File: src/rtl/snake_pkg.sv
// Shared constants, types and helpers for the playfield background renderer.
package snake_pkg;

    localparam int RGB_W = 12;
    localparam int CNT_W = 11;

    localparam int HOR_PIX_DEF      = 1024;
    localparam int VER_PIX_DEF      = 768;
    localparam int GRID_SIZE_DEF    = 16;
    localparam int FRAME_X_SIZE_DEF = 40;
    localparam int FRAME_Y_SIZE_DEF = 20;
    localparam int FRAME_WIDTH_DEF  = 1;
    localparam int FLASH_FRAMES_DEF = 8;
    localparam int FLASH_CYCLES_DEF = 3;

    localparam logic [RGB_W-1:0] BG_COLOR_DEF      = 12'hd_a_5;
    localparam logic [RGB_W-1:0] BORDER_COLOR_DEF  = 12'h7_4_0;
    localparam logic [RGB_W-1:0] FLASH_COLOR_DEF   = 12'hf_0_0;
    localparam logic [RGB_W-1:0] FIELD_COLOR_A_DEF = 12'hd_a_5;
    localparam logic [RGB_W-1:0] FIELD_COLOR_B_DEF = 12'hc_9_4;

    typedef enum logic [1:0] {IDLE, FLASH_ON, FLASH_OFF} flash_state_t;

    typedef struct packed {
        logic [CNT_W-1:0] hcount;
        logic [CNT_W-1:0] vcount;
        logic             hsync;
        logic             hblnk;
        logic             vsync;
        logic             vblnk;
    } vga_timing_t;

    // Width of a counter that must hold values 0..max_val.
    function automatic int cnt_width(input int max_val);
        return (max_val < 1) ? 1 : $clog2(max_val + 1);
    endfunction

endpackage

File: src/rtl/bg_flash_ctrl.sv
// Border flash sequencer: frame tick detection, request latch and on/off frame counting.
module bg_flash_ctrl
    import snake_pkg::*;
#(
    parameter int FLASH_FRAMES = FLASH_FRAMES_DEF,
    parameter int FLASH_CYCLES = FLASH_CYCLES_DEF
) (
    input  logic clk_i,
    input  logic rst_i,
    input  logic vsync_i,
    input  logic flash_req_i,
    output logic flash_on_o,
    output logic flash_busy_o
);

    localparam int FRM_W = cnt_width(FLASH_FRAMES - 1);
    localparam int CYC_W = cnt_width(FLASH_CYCLES - 1);
    localparam logic [FRM_W-1:0] FRM_LAST = FRM_W'(FLASH_FRAMES - 1);
    localparam logic [CYC_W-1:0] CYC_LAST = CYC_W'(FLASH_CYCLES - 1);

    flash_state_t     state_q;
    logic             vsync_q;
    logic             pending_q;
    logic [FRM_W-1:0] frm_q;
    logic [CYC_W-1:0] cyc_q;
    logic             tick;

    assign tick = vsync_i & ~vsync_q;

    always_ff @(posedge clk_i or posedge rst_i) begin
        if (rst_i) begin
            state_q   <= IDLE;
            vsync_q   <= 1'b0;
            pending_q <= 1'b0;
            frm_q     <= '0;
            cyc_q     <= '0;
        end else begin
            vsync_q <= vsync_i;
            // Only a request seen in IDLE with nothing pending is latched.
            if (state_q == IDLE && !pending_q && flash_req_i) begin
                pending_q <= 1'b1;
            end
            unique case (state_q)
                IDLE: begin
                    if (tick && pending_q) begin
                        state_q   <= FLASH_ON;
                        pending_q <= 1'b0;
                        frm_q     <= '0;
                        cyc_q     <= '0;
                    end
                end
                FLASH_ON: begin
                    if (tick) begin
                        if (frm_q == FRM_LAST) begin
                            state_q <= FLASH_OFF;
                            frm_q   <= '0;
                        end else begin
                            frm_q <= frm_q + 1'b1;
                        end
                    end
                end
                FLASH_OFF: begin
                    if (tick) begin
                        if (frm_q == FRM_LAST) begin
                            frm_q <= '0;
                            if (cyc_q == CYC_LAST) begin
                                state_q <= IDLE;
                            end else begin
                                cyc_q   <= cyc_q + 1'b1;
                                state_q <= FLASH_ON;
                            end
                        end else begin
                            frm_q <= frm_q + 1'b1;
                        end
                    end
                end
                default: state_q <= IDLE;
            endcase
        end
    end

    assign flash_on_o   = (state_q == FLASH_ON);
    assign flash_busy_o = pending_q | (state_q != IDLE);

endmodule

File: src/rtl/draw_playfield_bg.sv
// Playfield background stage: two-register region decode with flashable frame border.
module draw_playfield_bg
    import snake_pkg::*;
#(
    parameter int HOR_PIX      = HOR_PIX_DEF,
    parameter int VER_PIX      = VER_PIX_DEF,
    parameter int GRID_SIZE    = GRID_SIZE_DEF,
    parameter int FRAME_X_SIZE = FRAME_X_SIZE_DEF,
    parameter int FRAME_Y_SIZE = FRAME_Y_SIZE_DEF,
    parameter int FRAME_WIDTH  = FRAME_WIDTH_DEF,
    parameter logic [RGB_W-1:0] BG_COLOR      = BG_COLOR_DEF,
    parameter logic [RGB_W-1:0] BORDER_COLOR  = BORDER_COLOR_DEF,
    parameter logic [RGB_W-1:0] FLASH_COLOR   = FLASH_COLOR_DEF,
    parameter logic [RGB_W-1:0] FIELD_COLOR_A = FIELD_COLOR_A_DEF,
    parameter logic [RGB_W-1:0] FIELD_COLOR_B = FIELD_COLOR_B_DEF,
    parameter int FLASH_FRAMES = FLASH_FRAMES_DEF,
    parameter int FLASH_CYCLES = FLASH_CYCLES_DEF
) (
    input  logic             pclk,
    input  logic             rst,
    input  logic [CNT_W-1:0] hcount_in,
    input  logic [CNT_W-1:0] vcount_in,
    input  logic             hsync_in,
    input  logic             hblnk_in,
    input  logic             vsync_in,
    input  logic             vblnk_in,
    input  logic             checker_en,
    input  logic             flash_req,
    output logic [CNT_W-1:0] hcount_out,
    output logic [CNT_W-1:0] vcount_out,
    output logic             hsync_out,
    output logic             hblnk_out,
    output logic             vsync_out,
    output logic             vblnk_out,
    output logic [RGB_W-1:0] rgb_out,
    output logic             flash_busy,
    output logic [6:0]       field_x0_grid,
    output logic [5:0]       field_y0_grid,
    output logic [6:0]       field_w_grid,
    output logic [5:0]       field_h_grid
);

    localparam int X_OUT     = (HOR_PIX - FRAME_X_SIZE * GRID_SIZE) / 2;
    localparam int Y_OUT     = (VER_PIX - FRAME_Y_SIZE * GRID_SIZE) / 2;
    localparam int X_IN      = X_OUT + FRAME_WIDTH * GRID_SIZE;
    localparam int Y_IN      = Y_OUT + FRAME_WIDTH * GRID_SIZE;
    localparam int X_END     = X_OUT + FRAME_X_SIZE * GRID_SIZE;
    localparam int Y_END     = Y_OUT + FRAME_Y_SIZE * GRID_SIZE;
    localparam int X_IN_END  = X_END - FRAME_WIDTH * GRID_SIZE;
    localparam int Y_IN_END  = Y_END - FRAME_WIDTH * GRID_SIZE;
    localparam int GRID_LOG2 = $clog2(GRID_SIZE);
    localparam logic [CNT_W-1:0] X_IN_V = CNT_W'(X_IN);
    localparam logic [CNT_W-1:0] Y_IN_V = CNT_W'(Y_IN);

    if ((X_OUT % GRID_SIZE) != 0 || (Y_OUT % GRID_SIZE) != 0 ||
        (GRID_SIZE & (GRID_SIZE - 1)) != 0) begin : g_geom_err
        $error("draw_playfield_bg: frame origin not grid aligned or grid not a power of 2");
    end

    vga_timing_t      tim_in, tim1_q, tim2_q;
    logic             in_outer, in_inner, parity;
    logic             border1_q, field1_q, alt1_q;
    logic [RGB_W-1:0] rgb_d, rgb_q;
    logic             flash_on;

    assign tim_in = '{hcount: hcount_in, vcount: vcount_in, hsync: hsync_in,
                      hblnk: hblnk_in, vsync: vsync_in, vblnk: vblnk_in};

    // Origin is grid aligned, so the cell-parity bit of (h - X_IN) needs no subtraction.
    always_comb begin
        in_outer = (hcount_in >= CNT_W'(X_OUT)) && (hcount_in < CNT_W'(X_END)) &&
                   (vcount_in >= CNT_W'(Y_OUT)) && (vcount_in < CNT_W'(Y_END));
        in_inner = (hcount_in >= X_IN_V) && (hcount_in < CNT_W'(X_IN_END)) &&
                   (vcount_in >= Y_IN_V) && (vcount_in < CNT_W'(Y_IN_END));
        parity   = hcount_in[GRID_LOG2] ^ vcount_in[GRID_LOG2] ^
                   X_IN_V[GRID_LOG2] ^ Y_IN_V[GRID_LOG2];
    end

    always_ff @(posedge pclk or posedge rst) begin
        if (rst) begin
            tim1_q    <= '0;
            border1_q <= 1'b0;
            field1_q  <= 1'b0;
            alt1_q    <= 1'b0;
        end else begin
            tim1_q    <= tim_in;
            border1_q <= in_outer & ~in_inner;
            field1_q  <= in_inner;
            alt1_q    <= in_inner & checker_en & parity;
        end
    end

    always_comb begin
        rgb_d = BG_COLOR;
        if (tim1_q.hblnk || tim1_q.vblnk) begin
            rgb_d = '0;
        end else if (border1_q) begin
            rgb_d = flash_on ? FLASH_COLOR : BORDER_COLOR;
        end else if (field1_q) begin
            rgb_d = alt1_q ? FIELD_COLOR_B : FIELD_COLOR_A;
        end
    end

    always_ff @(posedge pclk or posedge rst) begin
        if (rst) begin
            tim2_q <= '0;
            rgb_q  <= '0;
        end else begin
            tim2_q <= tim1_q;
            rgb_q  <= rgb_d;
        end
    end

    bg_flash_ctrl #(
        .FLASH_FRAMES(FLASH_FRAMES),
        .FLASH_CYCLES(FLASH_CYCLES)
    ) u_flash_ctrl (
        .clk_i        (pclk),
        .rst_i        (rst),
        .vsync_i      (vsync_in),
        .flash_req_i  (flash_req),
        .flash_on_o   (flash_on),
        .flash_busy_o (flash_busy)
    );

    assign hcount_out    = tim2_q.hcount;
    assign vcount_out    = tim2_q.vcount;
    assign hsync_out     = tim2_q.hsync;
    assign hblnk_out     = tim2_q.hblnk;
    assign vsync_out     = tim2_q.vsync;
    assign vblnk_out     = tim2_q.vblnk;
    assign rgb_out       = rgb_q;
    assign field_x0_grid = 7'(X_IN / GRID_SIZE);
    assign field_y0_grid = 6'(Y_IN / GRID_SIZE);
    assign field_w_grid  = 7'(FRAME_X_SIZE - 2 * FRAME_WIDTH);
    assign field_h_grid  = 6'(FRAME_Y_SIZE - 2 * FRAME_WIDTH);

endmodule
File: config.mk
export PLATFORM = sky130hd
export DESIGN_NAME = draw_playfield_bg
export DESIGN_NICKNAME = d
export VERILOG_FILES = /design/src/rtl/snake_pkg.sv /design/src/rtl/bg_flash_ctrl.sv /design/src/rtl/draw_playfield_bg.sv
export SDC_FILE = /design/constraint.sdc
export NUM_CORES = 1
export LEC_CHECK = 0
export CORE_MARGIN = 4
export CORE_UTILIZATION = 39
export CTS_CLUSTER_DIAMETER = 30
export DETAILED_ROUTE_END_ITERATION = 6
export PLACE_DENSITY = 0.75
export SLEW_MARGIN = 0
export SYNTH_ARGS = -nofsm -noshare
export SYNTH_HDL_FRONTEND = slang
export SYNTH_SLANG_ARGS = --single-unit
File: constraint.sdc
create_clock -name pclk -period 2.05 [get_ports pclk]
set_input_delay 0.41 -clock pclk [delete_from_list [all_inputs] [get_ports pclk]]
set_output_delay 0.41 -clock pclk [all_outputs]
set_load 0.005 [all_outputs]
==> out/results.ini <==
[synth]
synth_common_cells=dfrtp_1, buf_4, ha_1, inv_1, nand2_1
synth_seq_cells=71
ys_warn_count=0
synth_edf_count=0
synth.area.top_cells=dfrtp_1, buf_4, ha_1
synth-compound-area-share_pct=7.62
synth.cell_area_um2=2510
netlist_instances=177
synth_top_family_by_area=buffers and inverters
ys_types=35
synth_top_area_share_pct=70.8
ys_async_sr_fraction_pct=100
synthMuxAreaShare_pct=0.448
synth_fa_ha_area_share_pct=3.49
yosysSeqAreaShare_pct=70.8
synthSimpleGateAreaFrac_pct=7.03
syn_avg_cell_area_um2=14.2
synth_most_common_cell=dfrtp_1
yosysTopAreaCell=dfrtp_1
ys.flop_type=dfrtp_1
synthXorXnorAreaFrac_pct=0.349

[detailed_routing]
vias_per_cell=4.44
wl_um=4330
wl_per_cell_um=12.8
first_pass_iters=4
via_count=1501
drtIter0Drc=33
drtAntennaViolNets=0
drc=0

[worst_setup_path]
worstSetupEndpointType=flop
reg2reg_depth=7
worstSetupPathType=flop to flop
critPathMaxFanout=3
startpoint_type=flop
worst_ep_required_time_ns=2.27
crit_arrival_ns=1.92

[floorplan]
die_h_um=88.2
rows=28
initial_core_util_pct=41.2
ios=95
die_w_um=88.2
core_area_um2=6100
die_area_um2=7790

[finish]
fillCellCount=516
layout.nets=296
utilization_pct=56.9
diodes=0
fin_cells=338
layout-drive-gt1-share_pct=10.6
area_delta_synth_final_pct=38.1

[pwr]
p_leak_nw=1.56
power_switching_mw=0.836
peakVddDrop_mv=0.688
total_power_mw=3.52
swShare_pct=23.7
p_int_mw=2.69
p_clk_share_pct=37.4
power.density_nw_per_um2=1020
p_comb_share_pct=18.2
p_seq_share_pct=44.5

[place]
place_inst=319
gp_congestion=0.754
place_hpwl_um=3250
port-buffer-count=66

[clock_tree]
ctsLongestPathBuffers=2
clkTransAtPathRegs_ns=0.07
clk_latency_ns=0.33
htree_levels=3
cts_tree=yes
root_buffer=clkbuf_8
holdBufCountCts=0
cts_made_buffers=9
cts.sink_count=71

[grt]
antenna_found_initial=0
first_global_vias=1399
grt_usage_pct=11.4
grt_max_degree=34
grt_pass1_wl_um=6450
grt_overflow=0

[sta]
fmax_ghz=0.586
finalClockSkew_ns=0.00510
setup_viol=0
worstMarginPinSlew_ns=0.538
slew_violations=0
rsz0062_at_grt=false
hold_violations=0
tns_ns=0
relSlewSlack_pct=63.8
fin_crit_sh_pct=83.3
layout_min_cycle_time_ns=1.71

[min_path]
hold_class=flop to flop
holdPathStages=0

[flow_run]
cap_violations=0

[status]
outcome=complete, no violations

## logic make-up (layout without fill, tap and decap cells)
family	after synthesis	in the layout
compound gates	26	26
mux	1	1
buf+inv	37	97
xor+xnor	1	1
fa+ha+maj	7	7
simple gates	32	32
other cells	2	28
flops	71	71
## area by class of cell
| type | count | area, um2 | share of cell area (%) |
|---|---|---|---|
| clock buffer | 10 | 138 | 3.97 |
| clock inverter | 5 | 106 | 3.07 |
| inverter | 7 | 30.0 | 0.866 |
| multi-input combinational | 95 | 581 | 16.7 |
| sequential | 71 | 1780 | 51.2 |
| tap | 75 | 93.8 | 2.71 |
| timing repair buffer | 75 | 743 | 21.4 |
## metal layers
| metal | GRT usage, % | wire (um) | vias up |
|---|---|---|---|
| met2 | 18.8 | 2300 | 71 |
| met1 | 12.2 | 1580 | 721 |
| met4 | 6.73 | 55 | 0 |
| met3 | 4.75 | 392 | 4 |
| li1 | - | - | 705 |
| met5 | 0 | 0 | - |
## repair_timing
item | 4_1_cts | 5_1_grt
gates cloned | 0 | 0
endpoints found under the setup margin | 1 | 1
buffers inserted | 2 | 2
gates resized for setup | 0 | 1
## power groups by stage
stage / sequential, mW / clock [mW] / combinational [mW]
detailed placement: 1.61 / 0 / 0.576
global placement: 1.60 / 0 / 0.548
CTS: 1.57 / 1.36 / 0.615
floorplan: 1.60 / 0 / 0.361
global route: 1.58 / 1.43 / 0.704
finish: 1.57 / 1.32 / 0.640
## worst max-delay path, cell delays in order, from the launching register on
cell,delay [ns]
dfrtp_1,0.39
buf_4,0.14
buf_4,0.13
ha_1,0.22
nor2_1,0.11
a21oi_1,0.05
a21oi_1,0.20
mux2_2,0.36
## layout by cell type (no fill, tap or decap), types with 2 or more instances in the layout
cell             instances
bufinv_16                3
nor2_1                   6
a21oi_1                  6
buf_4                    8
inv_1                    6
clkdlybuf4s50_1         65
a32o_1                   3
clkbuf_8                10
nand2_1                  7
and2_1                   2
o21ai_0                  4
nor2b_1                  2
conb_1                  28
dfrtp_1                 71
a31oi_1                  2
and3_1                   2
nand2b_1                 3
clkinvlp_4               2
a22o_1                   2
nor3_1                   3
ha_1                     7
## metrics by stage
step	setup slack, ns	area, um2	hold slack, ns
2_1_floorplan	0.509	2610	0.331
3_3_place_gp	0.0737	3190	0.331
3_5_place_dp	0.0402	3190	0.335
4_1_cts	0.00689	3450	0.350
5_1_grt	0.263	3470	0.356
6_report	0.343	3470	0.348
## registers in the layout (all words and copies together), names as in the netlist, 2 cells and up
register	flops
u_flash_ctrl.state_q	2
u_flash_ctrl.frm_q	3
vcount_out	11
rgb_out	8
hcount_out	11
tim1_q	25
u_flash_ctrl.cyc_q	2
## final timing paths
check                           slack, ns                       to                     from
worst min register to register       0.35                hsync_out                tim1_q[3]
max in group asynchronous            1.01                tim1_q[3]                      rst
worst max-delay path                 0.34  u_flash_ctrl.state_q[0]  u_flash_ctrl.state_q[0]
min in group asynchronous            0.46               rgb_out[7]                      rst
worst min-delay path                 0.35                hsync_out                tim1_q[3]
worst max register to register       0.34  u_flash_ctrl.state_q[0]  u_flash_ctrl.state_q[0]
Note: power is estimated with default switching activity, not from simulation.
